$ cat config.mk
export PLATFORM = sky130hd
export DESIGN_NAME = aes_round_seq_flat
export DESIGN_NICKNAME = d
export VERILOG_FILES = /design/src/rtl/aes_round_seq_if.sv /design/src/rtl/aes_round_seq.sv /design/src/flat_wrapper.sv
export SDC_FILE = /design/constraint.sdc
export NUM_CORES = 1
export LEC_CHECK = 0
export BUFFER_PORTS_ARGS = -buffer_cell sky130_fd_sc_hd__buf_2
export CAP_MARGIN = 25
export CORE_AREA = 2 2 300 302
export DETAILED_ROUTE_END_ITERATION = 10
export DIE_AREA = 0 0 302 304
export PLACE_DENSITY = 0.38
export RECOVER_POWER = 50
export SKIP_CTS_REPAIR_TIMING = 1
export SLEW_MARGIN = 25
export SYNTH_ARGS = -nofsm -noshare
export SYNTH_HDL_FRONTEND = slang
export SYNTH_SLANG_ARGS = --single-unit
$ cat constraint.sdc
create_clock -name clk -period 2.6 [get_ports clk]
set_input_delay 0.52 -clock clk [delete_from_list [all_inputs] [get_ports clk]]
set_output_delay 0.52 -clock clk [all_outputs]
set_load 0.05 [all_outputs]
$ cat src/rtl/aes_round_seq_if.sv
// Plaintext-in / ciphertext-out stream bundle for aes_round_seq.
//   in_valid_i, in_ready_o, in_data_i    : plaintext valid/ready handshake
//   out_valid_o, out_ready_i, out_data_o : ciphertext valid/ready handshake
// Modports:
//   slave  : the sequencer side (consumes plaintext, produces ciphertext)
//   master : the environment side (produces plaintext, consumes ciphertext)
interface aes_round_seq_if;
    logic         in_valid_i;
    logic         in_ready_o;
    logic [127:0] in_data_i;
    logic         out_valid_o;
    logic         out_ready_i;
    logic [127:0] out_data_o;

    modport slave (
        input  in_valid_i,
        input  in_data_i,
        input  out_ready_i,
        output in_ready_o,
        output out_valid_o,
        output out_data_o
    );

    modport master (
        output in_valid_i,
        output in_data_i,
        output out_ready_i,
        input  in_ready_o,
        input  out_valid_o,
        input  out_data_o
    );
endinterface

$ cat src/rtl/aes_round_seq.sv
// AES-128 encryption sequencer wrapped around an external round-transform stage.
// Applies the initial AddRoundKey to the accepted plaintext, starts the round
// transform once per round, XORs each returned block with the next round key and
// presents the ciphertext after round NR.
// Ports:
//   clk, rst_n            : clock, synchronous active-low reset
//   flush_i               : synchronous abort back to IDLE
//   io (slave)            : plaintext in / ciphertext out valid-ready streams
//   rk_idx_o, rk_i        : round-key table index and the key it returns (same cycle)
//   rt_start_o, rt_b_o    : start pulse and block to the round transform
//   rt_b_mc_i, rt_b_sr_i  : round-transform results after MixColumns / ShiftRows
//   rt_done_i             : round-transform results valid this cycle
//   busy_o                : high whenever not IDLE
module aes_round_seq #(
    parameter int unsigned NR = 10,
    parameter int unsigned RW = 4    // 2**RW must exceed NR
) (
    input  logic                  clk,
    input  logic                  rst_n,
    input  logic                  flush_i,
    aes_round_seq_if.slave        io,
    output logic [RW-1:0]         rk_idx_o,
    input  logic [127:0]          rk_i,
    output logic                  rt_start_o,
    output logic [127:0]          rt_b_o,
    input  logic [127:0]          rt_b_mc_i,
    input  logic [127:0]          rt_b_sr_i,
    input  logic                  rt_done_i,
    output logic                  busy_o
);

    localparam logic [RW-1:0] NrW = RW'(NR);

    typedef enum logic [1:0] {StIdle, StStart, StWait, StOut} state_e;

    state_e        state_q, state_d;
    logic [127:0]  blk_q, blk_d;
    logic [RW-1:0] round_q, round_d;
    logic [127:0]  res;

    always_ff @(posedge clk) begin
        if (!rst_n) begin
            state_q <= StIdle;
            blk_q   <= '0;
            round_q <= '0;
        end else begin
            state_q <= state_d;
            blk_q   <= blk_d;
            round_q <= round_d;
        end
    end

    always_comb begin
        state_d = state_q;
        blk_d   = blk_q;
        round_d = round_q;
        res     = rt_b_mc_i;
        if (flush_i) begin
            // Abort wins over every transition, including an accept in IDLE.
            state_d = StIdle;
            round_d = '0;
        end else begin
            case (state_q)
                StIdle: begin
                    if (io.in_valid_i) begin
                        blk_d   = io.in_data_i ^ rk_i;
                        round_d = RW'(1);
                        state_d = StStart;
                    end
                end
                StStart: state_d = StWait;
                StWait: begin
                    if (rt_done_i) begin
                        // Last round skips MixColumns.
                        res   = (round_q == NrW) ? rt_b_sr_i : rt_b_mc_i;
                        blk_d = res ^ rk_i;
                        if (round_q == NrW) begin
                            state_d = StOut;
                        end else begin
                            round_d = round_q + RW'(1);
                            state_d = StStart;
                        end
                    end
                end
                StOut: begin
                    if (io.out_ready_i) begin
                        // Clearing round keeps rk_idx_o at 0 throughout IDLE.
                        round_d = '0;
                        state_d = StIdle;
                    end
                end
                default: state_d = StIdle;
            endcase
        end
    end

    // in_ready_o is gated by rst_n so it stays low while reset is held.
    assign io.in_ready_o  = (state_q == StIdle) && rst_n;
    assign io.out_valid_o = (state_q == StOut);
    assign io.out_data_o  = blk_q;
    assign rt_start_o     = (state_q == StStart) && !flush_i;
    assign rt_b_o         = blk_q;
    assign rk_idx_o       = round_q;
    assign busy_o         = (state_q != StIdle);

endmodule

$ cat src/flat_wrapper.sv
// flat-port wrapper written by rule: the top's interface ports become plain ports
module aes_round_seq_flat 
#(
    parameter int unsigned NR = 10,
    parameter int unsigned RW = 4                           
)
  (clk, rst_n, flush_i, rk_idx_o, rk_i, rt_start_o, rt_b_o, rt_b_mc_i, rt_b_sr_i, rt_done_i, busy_o, io_in_valid_i, io_in_data_i, io_out_ready_i, io_in_ready_o, io_out_valid_o, io_out_data_o);
  aes_round_seq_if io_i ();
  input  logic clk;
  input  logic rst_n;
  input  logic flush_i;
  output logic [RW-1:0] rk_idx_o;
  input  logic [127:0] rk_i;
  output logic rt_start_o;
  output logic [127:0] rt_b_o;
  input  logic [127:0] rt_b_mc_i;
  input  logic [127:0] rt_b_sr_i;
  input  logic rt_done_i;
  output logic busy_o;
  input wire logic [$bits(io_i.in_valid_i)-1:0] io_in_valid_i;
  input wire logic [$bits(io_i.in_data_i)-1:0] io_in_data_i;
  input wire logic [$bits(io_i.out_ready_i)-1:0] io_out_ready_i;
  output wire logic [$bits(io_i.in_ready_o)-1:0] io_in_ready_o;
  output wire logic [$bits(io_i.out_valid_o)-1:0] io_out_valid_o;
  output wire logic [$bits(io_i.out_data_o)-1:0] io_out_data_o;
  assign io_i.in_valid_i = io_in_valid_i;
  assign io_i.in_data_i = io_in_data_i;
  assign io_i.out_ready_i = io_out_ready_i;
  assign io_in_ready_o = io_i.in_ready_o;
  assign io_out_valid_o = io_i.out_valid_o;
  assign io_out_data_o = io_i.out_data_o;
  aes_round_seq #(.NR(NR), .RW(RW)) u_core (.clk(clk), .rst_n(rst_n), .flush_i(flush_i), .io(io_i), .rk_idx_o(rk_idx_o), .rk_i(rk_i), .rt_start_o(rt_start_o), .rt_b_o(rt_b_o), .rt_b_mc_i(rt_b_mc_i), .rt_b_sr_i(rt_b_sr_i), .rt_done_i(rt_done_i), .busy_o(busy_o));
endmodule
==> impl_metrics.prom, run 1 <==
# TYPE chip_impl_metric gauge
chip_impl_metric{name="finalWorstPathRequiredPeriod",unit="ps"} 2290
chip_impl_metric{name="dieHeight",unit="um"} 304
chip_impl_metric{name="cts_inserted_buffers",unit=""} 17
chip_impl_info{name="status",value="completed"} 1
chip_impl_metric{name="insertion_delay",unit="ps"} 500
chip_impl_info{name="r2r-end",value="u_core.io.out_data_o[22]"} 1
chip_impl_metric{name="clock_pin_slew_on_the_worst_setup_and_hold_paths",unit="ps"} 70
chip_impl_metric{name="synth_register_bits",unit=""} 134
chip_impl_metric{name="ir_worst_vdd",unit="V"} 0.000503
chip_impl_metric{name="hold_violations",unit=""} 0
chip_impl_metric{name="globalRoute.totalOverflow",unit=""} 0
chip_impl_metric{name="start_util",unit="%"} 10.8
chip_impl_metric{name="clock_sinks",unit=""} 134
chip_impl_metric{name="setup-violations-final",unit=""} 0
chip_impl_metric{name="fmax",unit="GHz"} 0.437
chip_impl_metric{name="dr_wl_met3",unit="um"} 3580
chip_impl_metric{name="fillers",unit=""} 10464
chip_impl_metric{name="totalPowerFinal",unit="mW"} 7.23
chip_impl_metric{name="drt_pass1_iterations",unit=""} 5
chip_impl_metric{name="synth_edf_count",unit=""} 0
chip_impl_metric{name="groute.usage.overall",unit="%"} 11.4
chip_impl_metric{name="slew_headroom",unit="%"} 51.7
chip_impl_metric{name="die_w",unit="um"} 302
chip_impl_metric{name="net_count_after_synthesis",unit=""} 1839
chip_impl_metric{name="flow.area_growth_from_synthesis",unit="%"} 50.1
chip_impl_metric{name="static-leakage-power",unit="nW"} 5.84
chip_impl_metric{name="synth_sequential_area_ratio",unit="%"} 28.0
chip_impl_metric{name="final-seq-area",unit="um^2"} 2680
chip_impl_metric{name="detailroute.via_count",unit=""} 12758
chip_impl_info{name="cts_tree",value="done"} 1
chip_impl_metric{name="grt_pass1_wl",unit="um"} 77700
chip_impl_metric{name="routabilityCongestion",unit=""} 0.834
chip_impl_metric{name="cp_slowest_stage_delay",unit="ps"} 340
chip_impl_metric{name="grt_start_max_net_pins",unit=""} 77
chip_impl_info{name="crit_startpoint",value="u_core.state_q[0]"} 1
chip_impl_metric{name="postSynth.asyncResetShare",unit="%"} 0
chip_impl_metric{name="critical_path.max_fanout",unit=""} 10
chip_impl_metric{name="cts.path.max_buffers",unit=""} 2
chip_impl_metric{name="finish.net_count",unit=""} 2445
chip_impl_info{name="grt_setup_unrepaired",value="no"} 1
chip_impl_info{name="cp-start-kind",value="flip-flop"} 1
chip_impl_metric{name="route.detailed.wl_per_inst",unit="um"} 17.5
chip_impl_metric{name="synth.cell_area",unit="um^2"} 9590
chip_impl_metric{name="layout-drive-gt1-share",unit="%"} 34.6
chip_impl_metric{name="net-switching-power",unit="mW"} 2.93
chip_impl_metric{name="layout_worst_path_cycle_share",unit="%"} 87.9
chip_impl_info{name="path_class",value="reg2out"} 1
chip_impl_metric{name="timing.critical_path.required",unit="ps"} 2080
chip_impl_metric{name="final_antenna_net_count",unit=""} 0
chip_impl_metric{name="maximum_clock_skew_at_final_layout",unit="ps"} 12.3
chip_impl_metric{name="floorplan.core_area",unit="um^2"} 89000
chip_impl_metric{name="slew_violations",unit=""} 0
chip_impl_metric{name="yosysWarnings",unit=""} 0
chip_impl_metric{name="hold_slack",unit="ps"} 297
chip_impl_info{name="worst_path_max_delay_cell",value="sky130_fd_sc_hd__nor2_1"} 1
chip_impl_info{name="end_point_of_the_critical_path",value="io_in_ready_o"} 1
chip_impl_metric{name="worst_r2r_path_depth",unit=""} 8
chip_impl_info{name="hold_class",value="in2reg"} 1
chip_impl_metric{name="multi_input_area",unit="um^2"} 5410
chip_impl_metric{name="rows",unit=""} 110
chip_impl_metric{name="place_ws",unit="ps"} 404
chip_impl_metric{name="slew_at_the_pin_closest_to_its_max_slew_limit",unit="ps"} 728
chip_impl_metric{name="crit_arrival",unit="ps"} 1770
chip_impl_metric{name="met2_wirelength",unit="um"} 27400
chip_impl_metric{name="swShare",unit="%"} 40.5
chip_impl_metric{name="max_cap_violations",unit=""} 0
chip_impl_metric{name="placement.io_buffers",unit=""} 781
chip_impl_metric{name="grt_pass1_vias",unit=""} 12366
chip_impl_metric{name="power.internal",unit="mW"} 4.30
chip_impl_metric{name="ctsHtreeMaxLevel",unit=""} 4
chip_impl_info{name="maxUsedRoutingLayer",value="met4"} 1
chip_impl_info{name="crit_chain",value="buf_4 -> nor2_1 -> and2_1 -> buf_2"} 1
chip_impl_metric{name="wl_met1",unit="um"} 22600
chip_impl_metric{name="timing.setup.tns",unit="ps"} 0
chip_impl_info{name="synthFlopType",value="sky130_fd_sc_hd__dfxtp_1"} 1
chip_impl_metric{name="synth_cell_types",unit=""} 28
chip_impl_metric{name="dr_iter_0_viols",unit=""} 656
chip_impl_metric{name="ios",unit=""} 782
chip_impl_metric{name="grt_antenna_before_repair",unit=""} 4
chip_impl_metric{name="power.density",unit="nW/um^2"} 502
chip_impl_metric{name="die-area",unit="um^2"} 91800
chip_impl_metric{name="drt_drc_violations_left",unit=""} 0
chip_impl_metric{name="comb_power_share",unit="%"} 31.9
chip_impl_metric{name="power.share.sequential",unit="%"} 32.7
chip_impl_metric{name="vias_per_cell",unit=""} 4.10
chip_impl_metric{name="setup_slack",unit="ps"} 314
chip_impl_metric{name="timing.reg2reg.setup_slack",unit="ps"} 410
chip_impl_metric{name="detail_route.wirelength",unit="um"} 54500
chip_impl_info{name="timing.critical_path.to_type",value="primary output"} 1
chip_impl_info{name="cts_root_buf",value="sky130_fd_sc_hd__clkbuf_16"} 1
chip_impl_metric{name="syn_inst",unit=""} 1319
chip_impl_metric{name="clock_power_share",unit="%"} 35.4
chip_impl_info{name="crit-reg2reg-launch",value="u_core.rk_idx_o[0]"} 1
chip_impl_metric{name="hpwl_after_detailed_placement",unit="um"} 43300
chip_impl_metric{name="synth_area_per_cell",unit="um^2"} 7.27
-- synthesized netlist by cell type (3+ instances only) --
cell type | number | area share, %
sky130_fd_sc_hd__buf_2 | 48 | 2.5
sky130_fd_sc_hd__nor2_1 | 133 | 5.2
sky130_fd_sc_hd__nand2_1 | 3 | 0.12
sky130_fd_sc_hd__inv_1 | 3 | 0.12
sky130_fd_sc_hd__buf_4 | 142 | 11
sky130_fd_sc_hd__or4_1 | 129 | 10
sky130_fd_sc_hd__a31oi_1 | 129 | 8.4
sky130_fd_sc_hd__o31ai_1 | 129 | 10
sky130_fd_sc_hd__a21oi_1 | 4 | 0.21
sky130_fd_sc_hd__dfxtp_1 | 134 | 28
sky130_fd_sc_hd__nand2b_1 | 4 | 0.26
sky130_fd_sc_hd__clkbuf_1 | 53 | 2.1
sky130_fd_sc_hd__nor3_1 | 257 | 13
sky130_fd_sc_hd__o21ai_0 | 130 | 6.8
-- cell type report --
| cell class | count | area share [%] |
|---|---|---|
| flip-flops and latches | 134 | 18.6 |
| clock buffers | 21 | 3.20 |
| repair buffers | 832 | 29.6 |
| multi-input cells | 937 | 37.6 |
| clock inverters | 9 | 0.721 |
| diodes | 1 | 0.0174 |
| inverters | 3 | 0.0782 |
| well taps | 1176 | 10.2 |
-- worst min path at each step --
stage | end | slack [ps] | depth (start not counted) | start
after CTS | u_core.io.out_data_o[25] | 230 | 3 | rk_i[25]
after detailed placement | u_core.rk_idx_o[1] | 510 | 2 | u_core.rk_idx_o[1]
final | u_core.io.out_data_o[94] | 300 | 3 | rk_i[94]
after global placement | u_core.rk_idx_o[1] | 500 | 2 | u_core.rk_idx_o[1]
after floorplan | u_core.state_q[0] | 590 | 3 | u_core.state_q[1]
after global routing | u_core.io.out_data_o[94] | 260 | 3 | rk_i[94]
-- power by group through the flow --
stage | Combinational (mW) | Sequential (mW) | Clock [mW]
floorplan | 1.19 | 2.84 | 0
global placement | 2.39 | 2.41 | 0
detailed placement | 2.38 | 2.41 | 0
CTS | 2.39 | 2.37 | 2.72
global route | 2.46 | 2.39 | 2.75
finish | 2.31 | 2.36 | 2.56
-- registers in the layout, indices dropped and copies added (netlist names) --
register / cells
u_core.rk_idx_o: 4
u_core.io.out_data_o: 128
u_core.state_q: 2
-- metal layers --
| metal | vias to the layer above | track usage, % |
|---|---|---|
| li1 | 6180 | - |
| met1 | 6036 | 13.3 |
| met2 | 503 | 20.2 |
| met3 | 39 | 2.81 |
| met4 | 0 | 3.37 |
| met5 | - | 0 |
-- worst max-delay path, delay by kind of cell (launching register included) --
kind                   cells  cell delay (ps)
AND/OR/NAND/NOR            2              520
buffers and inverters      2              430
flip-flops                 1              310
-- cell usage in the layout (no fill, tap or decap), types with 2 or more instances in the layout --
master	count
sky130_fd_sc_hd__mux2i_1	2
sky130_fd_sc_hd__nor3_1	256
sky130_fd_sc_hd__bufinv_16	2
sky130_fd_sc_hd__nand2_1	3
sky130_fd_sc_hd__a31oi_1	129
sky130_fd_sc_hd__buf_12	17
sky130_fd_sc_hd__ha_1	2
sky130_fd_sc_hd__clkbuf_16	17
sky130_fd_sc_hd__nand2b_1	3
sky130_fd_sc_hd__o31ai_1	129
sky130_fd_sc_hd__o21ai_0	130
sky130_fd_sc_hd__dfxtp_1	134
sky130_fd_sc_hd__clkinv_2	4
sky130_fd_sc_hd__inv_1	3
sky130_fd_sc_hd__clkbuf_8	2
sky130_fd_sc_hd__a21oi_1	4
sky130_fd_sc_hd__or4_1	129
sky130_fd_sc_hd__clkbuf_1	198
sky130_fd_sc_hd__and2_1	2
sky130_fd_sc_hd__nor2_1	133
sky130_fd_sc_hd__clkinvlp_4	2
sky130_fd_sc_hd__buf_2	584
sky130_fd_sc_hd__buf_4	35
sky130_fd_sc_hd__nand3_1	2
sky130_fd_sc_hd__a22oi_1	2
-- cell families (layout without fill, tap and decap cells) --
family,Yosys count,in the layout,synth area share [%]
other,0,1,0
adders and majority gates,2,2,0.261
and+or+nand+nor,536,536,29.8
buffers and inverters,248,865,15.9
muxes,3,3,0.326
AOI/OAI and AO/OA,396,396,25.8
DFF,134,134,28.0
-- through the flow --
stage | std cells | cell area, um^2 | utilization [%]
floorplan | 1319 | 9590 | -
global route | 3112 | 14400 | 16.2
finish | 3113 | 14400 | 16.2
CTS | 3112 | 14600 | 16.4
detailed placement | 3082 | 14100 | 15.8
global placement | 3082 | 14100 | 15.8
(Power assumes the default switching activity.)
==> run 2: changes to the inputs <==
MAX_ROUTING_LAYER = met4   (was not set)
==> run 2 against run 1 <==
Total power is essentially flat. Combinational power is essentially flat. Final cell count is the same. Hold slack lost 4.0 ps. Sequential share of layout area is the same. Non-clock buffer count is the same. Clock power is essentially flat. Sequential power is essentially flat. Fmax grew 0.48%. Setup slack gained 11 ps. Via count shrank 0.53%. First-iteration DRC count grew 2.3%.
==> impl_metrics.prom, run 2 (synthesized netlist as in run 1, its figures left out) <==
# TYPE chip_impl_metric gauge
chip_impl_metric{name="grt_pass1_wl",unit="um"} 77700
chip_impl_metric{name="die_w",unit="um"} 302
chip_impl_metric{name="clock_pin_slew_on_the_worst_setup_and_hold_paths",unit="ps"} 70
chip_impl_metric{name="vias_per_cell",unit=""} 4.08
chip_impl_metric{name="critical_path_buf_inv_count",unit=""} 2
chip_impl_metric{name="grt_start_max_net_pins",unit=""} 77
chip_impl_metric{name="layout-drive-gt1-share",unit="%"} 34.6
chip_impl_metric{name="setup_slack",unit="ps"} 325
chip_impl_metric{name="slew_headroom",unit="%"} 51.6
chip_impl_metric{name="comb_power_share",unit="%"} 31.9
chip_impl_metric{name="power.internal",unit="mW"} 4.30
chip_impl_info{name="cts_root_buf",value="sky130_fd_sc_hd__clkbuf_16"} 1
chip_impl_metric{name="floorplan.core_area",unit="um^2"} 89000
chip_impl_metric{name="ios",unit=""} 782
chip_impl_metric{name="cts_inserted_buffers",unit=""} 17
chip_impl_metric{name="placement.io_buffers",unit=""} 781
chip_impl_metric{name="final_antenna_net_count",unit=""} 0
chip_impl_metric{name="groute.usage.overall",unit="%"} 11.7
chip_impl_metric{name="clock_sinks",unit=""} 134
chip_impl_metric{name="drt_pass1_iterations",unit=""} 5
chip_impl_metric{name="final-seq-area",unit="um^2"} 2680
chip_impl_metric{name="globalRoute.totalOverflow",unit=""} 0
chip_impl_info{name="hold_class",value="in2reg"} 1
chip_impl_metric{name="layout_worst_path_cycle_share",unit="%"} 87.5
chip_impl_metric{name="swShare",unit="%"} 40.5
chip_impl_metric{name="setup-violations-final",unit=""} 0
chip_impl_metric{name="power.density",unit="nW/um^2"} 502
chip_impl_metric{name="drt_drc_violations_left",unit=""} 0
chip_impl_metric{name="insertion_delay",unit="ps"} 500
chip_impl_metric{name="cts.path.max_buffers",unit=""} 2
chip_impl_metric{name="final_util",unit="%"} 16.2
chip_impl_metric{name="dieHeight",unit="um"} 304
chip_impl_info{name="grt_setup_unrepaired",value="no"} 1
chip_impl_metric{name="detailroute.via_count",unit=""} 12690
chip_impl_info{name="status",value="completed"} 1
chip_impl_metric{name="timing.critical_path.required",unit="ps"} 2080
chip_impl_metric{name="hold_violations",unit=""} 0
chip_impl_metric{name="maximum_clock_skew_at_final_layout",unit="ps"} 11.8
chip_impl_info{name="crit_family",value="simple AND/OR/NAND/NOR gates"} 1
chip_impl_info{name="crit_chain",value="buf_4 -> nor2_1 -> and2_1 -> buf_2"} 1
chip_impl_metric{name="slew_violations",unit=""} 0
chip_impl_metric{name="die-area",unit="um^2"} 91800
chip_impl_info{name="timing.critical_path.to_type",value="primary output"} 1
chip_impl_metric{name="critical_path.max_fanout",unit=""} 10
chip_impl_metric{name="grt_antenna_before_repair",unit=""} 5
chip_impl_metric{name="grt_pass1_vias",unit=""} 12385
chip_impl_metric{name="fillers",unit=""} 10466
chip_impl_metric{name="flip_flop_count_of_the_largest_register_all_copies_and_words_added",unit=""} 128
chip_impl_metric{name="start_util",unit="%"} 10.8
chip_impl_info{name="cts_tree",value="done"} 1
chip_impl_metric{name="power.share.sequential",unit="%"} 32.7
chip_impl_metric{name="ctsHtreeMaxLevel",unit=""} 4
chip_impl_info{name="path_class",value="reg2out"} 1
chip_impl_metric{name="static-leakage-power",unit="nW"} 5.84
chip_impl_metric{name="place_ws",unit="ps"} 404
chip_impl_metric{name="clock_power_share",unit="%"} 35.4
chip_impl_metric{name="multi_input_area",unit="um^2"} 5410
chip_impl_metric{name="ir_worst_vdd",unit="V"} 0.000506
chip_impl_info{name="final_cell_mix",value="584 x sky130_fd_sc_hd__buf_2, 256 x sky130_fd_sc_hd__nor3_1, 198 x sky130_fd_sc_hd__clkbuf_1"} 1
chip_impl_metric{name="slew_at_the_pin_closest_to_its_max_slew_limit",unit="ps"} 728
chip_impl_metric{name="crit_arrival",unit="ps"} 1750
chip_impl_metric{name="finish.net_count",unit=""} 2445
chip_impl_metric{name="hpwl_after_detailed_placement",unit="um"} 43300
chip_impl_metric{name="detail_route.wirelength",unit="um"} 54500
chip_impl_metric{name="finalWorstPathRequiredPeriod",unit="ps"} 2270
chip_impl_metric{name="dr_iter_0_viols",unit=""} 671
chip_impl_metric{name="max_cap_violations",unit=""} 0
chip_impl_metric{name="cp_slowest_stage_delay",unit="ps"} 330
chip_impl_info{name="cp-start-kind",value="flip-flop"} 1
chip_impl_metric{name="timing.setup.tns",unit="ps"} 0
chip_impl_metric{name="net-switching-power",unit="mW"} 2.93
chip_impl_info{name="layout_commonest_cell",value="sky130_fd_sc_hd__buf_2"} 1
chip_impl_metric{name="rows",unit=""} 110
chip_impl_metric{name="routabilityCongestion",unit=""} 0.847
chip_impl_metric{name="fmax",unit="GHz"} 0.440
chip_impl_info{name="worst_path_max_delay_cell",value="sky130_fd_sc_hd__nor2_1"} 1
chip_impl_metric{name="route.detailed.wl_per_inst",unit="um"} 17.5
chip_impl_metric{name="flow.area_growth_from_synthesis",unit="%"} 50.1
[run 2: cell counts in the layout (fill, tap and decap cells not counted)]
Identical to the previous run, type by type.
[run 2: metrics by stage]
stage | area, um^2 | hold WS (ps) | total power, mW | cells
after CTS | 14600 | 232 | 7.47 | 3112
after detailed placement | 14100 | 511 | 4.79 | 3082
after global placement | 14100 | 502 | 4.80 | 3082
final | 14400 | 293 | 7.23 | 3113
after floorplan | 9590 | 592 | 4.04 | 1319
after global routing | 14400 | 258 | 7.61 | 3113
[run 2: path summary, 6_finish.rpt]
check                startpoint                        to  slack (ps)  depth (start not counted)
max reg2reg  u_core.rk_idx_o[0]  u_core.io.out_data_o[29]         410                          8
max           u_core.state_q[0]             io_in_ready_o         330                          4
min                    rk_i[25]  u_core.io.out_data_o[25]         290                          3
min reg2reg  u_core.rk_idx_o[1]        u_core.rk_idx_o[1]         520                          2
[run 2: power groups by stage]
| stage | combinational [mW] | clock [mW] | sequential [mW] |
|---|---|---|---|
| after CTS | 2.39 | 2.72 | 2.37 |
| after detailed placement | 2.38 | 0 | 2.41 |
| final | 2.31 | 2.56 | 2.36 |
| after floorplan | 1.19 | 0 | 2.84 |
| after global routing | 2.46 | 2.76 | 2.39 |
| after global placement | 2.39 | 0 | 2.41 |
[run 2: routing by layer]
metal	share of wire [%]	track usage (%)
met1	42	13.6
met2	50	20.1
met3	6.4	2.59
met4	1.6	3.44
met5	0	-
[run 2: area by class of cell]
| cell class | count | share of cell area (%) |
|---|---|---|
| Multi-Input combinational cell | 937 | 37.6 |
| Timing Repair Buffer | 832 | 29.6 |
| Sequential cell | 134 | 18.6 |
| Tap cell | 1176 | 10.2 |
| Clock buffer | 21 | 3.20 |
| Clock inverter | 9 | 0.721 |
| Inverter | 3 | 0.0782 |
| Antenna cell | 1 | 0.0174 |
[run 2: worst reg2reg max path, cell delays in order (launching register included)]
cell	delay, ps
sky130_fd_sc_hd__dfxtp_1	420
sky130_fd_sc_hd__inv_1	70
sky130_fd_sc_hd__ha_1	210
sky130_fd_sc_hd__nand3b_1	140
sky130_fd_sc_hd__buf_12	220
sky130_fd_sc_hd__buf_12	290
sky130_fd_sc_hd__nor3_1	120
sky130_fd_sc_hd__or4_1	480
sky130_fd_sc_hd__a31oi_1	170
==> run 3: changes to the inputs <==
CELL_PAD_IN_SITES_DETAIL_PLACEMENT = 0   (was not set)
CELL_PAD_IN_SITES_GLOBAL_PLACEMENT = 1   (was not set)
CORE_AREA = 2 2 303 305   (was 2 2 300 302)
DIE_AREA = 0 0 305 307   (was 0 0 302 304)
PLACE_DENSITY = 0.48   (was 0.38)
==> run 3 against run 2 <==
Final cell count is 0.61% higher. Global-route usage is 0.23 points higher. Total power is 0.49% lower. Register-to-register slack worse by 40 ps. Die area is 2.0% higher. Routed wire length is 4.3% higher. Largest power group unchanged. Highest routed layer unchanged.
==> impl_metrics.prom, run 3 (synthesized netlist as in run 1, its figures left out) <==
# TYPE chip_impl_metric gauge
chip_impl_metric{name="drt_pass1_iterations",unit=""} 5
chip_impl_info{name="hold_class",value="in2reg"} 1
chip_impl_metric{name="grt_pass1_wl",unit="um"} 81200
chip_impl_metric{name="flow.area_growth_from_synthesis",unit="%"} 50.7
chip_impl_metric{name="groute.usage.overall",unit="%"} 11.9
chip_impl_metric{name="die_w",unit="um"} 305
chip_impl_metric{name="ctsHtreeMaxLevel",unit=""} 4
chip_impl_info{name="final_cell_mix",value="586 x sky130_fd_sc_hd__buf_2, 256 x sky130_fd_sc_hd__nor3_1, 198 x sky130_fd_sc_hd__clkbuf_1"} 1
chip_impl_metric{name="timing.critical_path.required",unit="ps"} 3030
chip_impl_metric{name="slew_violations",unit=""} 0
chip_impl_info{name="crit-reg2reg-launch",value="u_core.state_q[1]"} 1
chip_impl_metric{name="dr_iter_0_viols",unit=""} 716
chip_impl_metric{name="die-area",unit="um^2"} 93600
chip_impl_metric{name="maximum_clock_skew_at_final_layout",unit="ps"} 13.2
chip_impl_metric{name="cts_inserted_buffers",unit=""} 17
chip_impl_metric{name="routabilityCongestion",unit=""} 0.811
chip_impl_metric{name="cts.path.max_buffers",unit=""} 2
chip_impl_metric{name="power.density",unit="nW/um^2"} 498
chip_impl_metric{name="grt_start_max_net_pins",unit=""} 72
chip_impl_metric{name="hpwl_after_detailed_placement",unit="um"} 44900
chip_impl_metric{name="clock_pin_slew_on_the_worst_setup_and_hold_paths",unit="ps"} 70
chip_impl_metric{name="start_util",unit="%"} 10.6
chip_impl_info{name="maxUsedRoutingLayer",value="met4"} 1
chip_impl_info{name="layout_commonest_cell",value="sky130_fd_sc_hd__buf_2"} 1
chip_impl_metric{name="route.detailed.wl_per_inst",unit="um"} 18.2
chip_impl_metric{name="layout-drive-gt1-share",unit="%"} 34.8
chip_impl_metric{name="static-leakage-power",unit="nW"} 5.86
chip_impl_metric{name="worst_r2r_path_depth",unit=""} 6
chip_impl_metric{name="drt_drc_violations_left",unit=""} 0
chip_impl_metric{name="slew_headroom",unit="%"} 48.1
chip_impl_metric{name="wl_met1",unit="um"} 24400
chip_impl_metric{name="globalRoute.totalOverflow",unit=""} 0
chip_impl_metric{name="final_antenna_net_count",unit=""} 0
chip_impl_metric{name="finish.instance_area",unit="um^2"} 14500
chip_impl_metric{name="clock_sinks",unit=""} 134
chip_impl_metric{name="ir_worst_vdd",unit="V"} 0.000447
chip_impl_info{name="path_class",value="reg2reg"} 1
chip_impl_metric{name="insertion_delay",unit="ps"} 500
chip_impl_metric{name="finalWorstPathRequiredPeriod",unit="ps"} 2230
chip_impl_metric{name="fillers",unit=""} 10701
chip_impl_info{name="crit_startpoint",value="u_core.state_q[1]"} 1
chip_impl_metric{name="detailroute.via_count",unit=""} 12723
chip_impl_metric{name="final_cells",unit=""} 3132
chip_impl_metric{name="layout_worst_path_cycle_share",unit="%"} 85.8
chip_impl_metric{name="placed_cells",unit=""} 3099
chip_impl_metric{name="vias_per_cell",unit=""} 4.06
chip_impl_metric{name="dieHeight",unit="um"} 307
chip_impl_metric{name="flip_flop_count_of_the_largest_register_all_copies_and_words_added",unit=""} 128
chip_impl_info{name="status",value="completed"} 1
chip_impl_metric{name="rows",unit=""} 111
chip_impl_metric{name="grt_pass1_vias",unit=""} 12441
chip_impl_metric{name="crit_arrival",unit="ps"} 2660
chip_impl_info{name="cts_tree",value="done"} 1
chip_impl_info{name="grt_setup_unrepaired",value="no"} 1
chip_impl_metric{name="timing.setup.tns",unit="ps"} 0
chip_impl_info{name="timing.critical_path.to_type",value="flip-flop"} 1
chip_impl_info{name="r2r-end",value="u_core.io.out_data_o[34]"} 1
chip_impl_info{name="end_point_of_the_critical_path",value="u_core.io.out_data_o[34]"} 1
chip_impl_metric{name="hold_depth",unit=""} 3
chip_impl_metric{name="grt_antenna_before_repair",unit=""} 1
chip_impl_metric{name="critical_path.max_fanout",unit=""} 64
chip_impl_metric{name="standard_cell_area_after_detailed_placement",unit="um^2"} 14200
chip_impl_metric{name="floorplan.core_area",unit="um^2"} 90700
chip_impl_info{name="cp-start-kind",value="flip-flop"} 1
chip_impl_metric{name="ios",unit=""} 782
chip_impl_info{name="cts_root_buf",value="sky130_fd_sc_hd__clkbuf_16"} 1
chip_impl_metric{name="hold_violations",unit=""} 0
chip_impl_metric{name="fmax",unit="GHz"} 0.448
chip_impl_metric{name="finish.net_count",unit=""} 2452
chip_impl_metric{name="dr_wl_met3",unit="um"} 2980
chip_impl_metric{name="setup-violations-final",unit=""} 0
chip_impl_metric{name="placement.io_buffers",unit=""} 781
chip_impl_metric{name="met2_wirelength",unit="um"} 28500
chip_impl_metric{name="timing.reg2reg.setup_slack",unit="ps"} 370
chip_impl_metric{name="final_util",unit="%"} 15.9
chip_impl_metric{name="max_cap_violations",unit=""} 0
chip_impl_metric{name="slew_at_the_pin_closest_to_its_max_slew_limit",unit="ps"} 782
chip_impl_metric{name="detail_route.wirelength",unit="um"} 56900
==> run 3: power by group <==
part | internal, mW | switching, mW | total, mW
Sequential | 2.20 | 0.167 | 2.37
Clock | 1.35 | 1.16 | 2.52
Combinational | 0.656 | 1.65 | 2.31
==> run 3: final cells by class <==
class,count,area (um^2),area share (%)
flip-flops and latches,134,2680,18.6
well taps,1186,1480,10.3
clock inverters,8,76.3,0.528
repair buffers,839,4330,29.9
inverters,3,11.3,0.0779
diodes,2,5.00,0.0346
multi-input cells,937,5400,37.4
clock buffers,23,468,3.24
==> run 3: worst min path at each step <==
stage                            start                         to  slack (ps)
floorplan            u_core.state_q[1]          u_core.state_q[0]         590
global placement    u_core.rk_idx_o[1]         u_core.rk_idx_o[1]         510
detailed placement  u_core.rk_idx_o[1]         u_core.rk_idx_o[1]         520
CTS                           rk_i[99]   u_core.io.out_data_o[99]         230
global route                 rk_i[105]  u_core.io.out_data_o[105]         250
finish                        rk_i[99]   u_core.io.out_data_o[99]         290
==> run 3: per-layer routing <==
| metal | vias up | GRT usage (%) |
|---|---|---|
| met5 | - | - |
| met4 | 0 | 3.76 |
| met3 | 42 | 2.45 |
| met2 | 494 | 20.4 |
| met1 | 5980 | 14.0 |
| li1 | 6207 | - |
==> run 3: critical path, cell delays in order, from the launching register on <==
cell	delay (ps)
sky130_fd_sc_hd__dfxtp_1	370
sky130_fd_sc_hd__buf_4	190
sky130_fd_sc_hd__nor2b_1	370
sky130_fd_sc_hd__buf_12	320
sky130_fd_sc_hd__nor2_1	220
sky130_fd_sc_hd__or4_1	430
sky130_fd_sc_hd__a31oi_1	160
==> run 3: metrics by stage <==
stage	total power, mW	hold WS [ps]	setup slack [ps]
2_1_floorplan	4.04	592	352
3_3_place_gp	4.81	512	420
5_1_grt	7.57	253	225
3_5_place_dp	4.80	522	362
4_1_cts	7.43	231	322
6_report	7.19	293	370
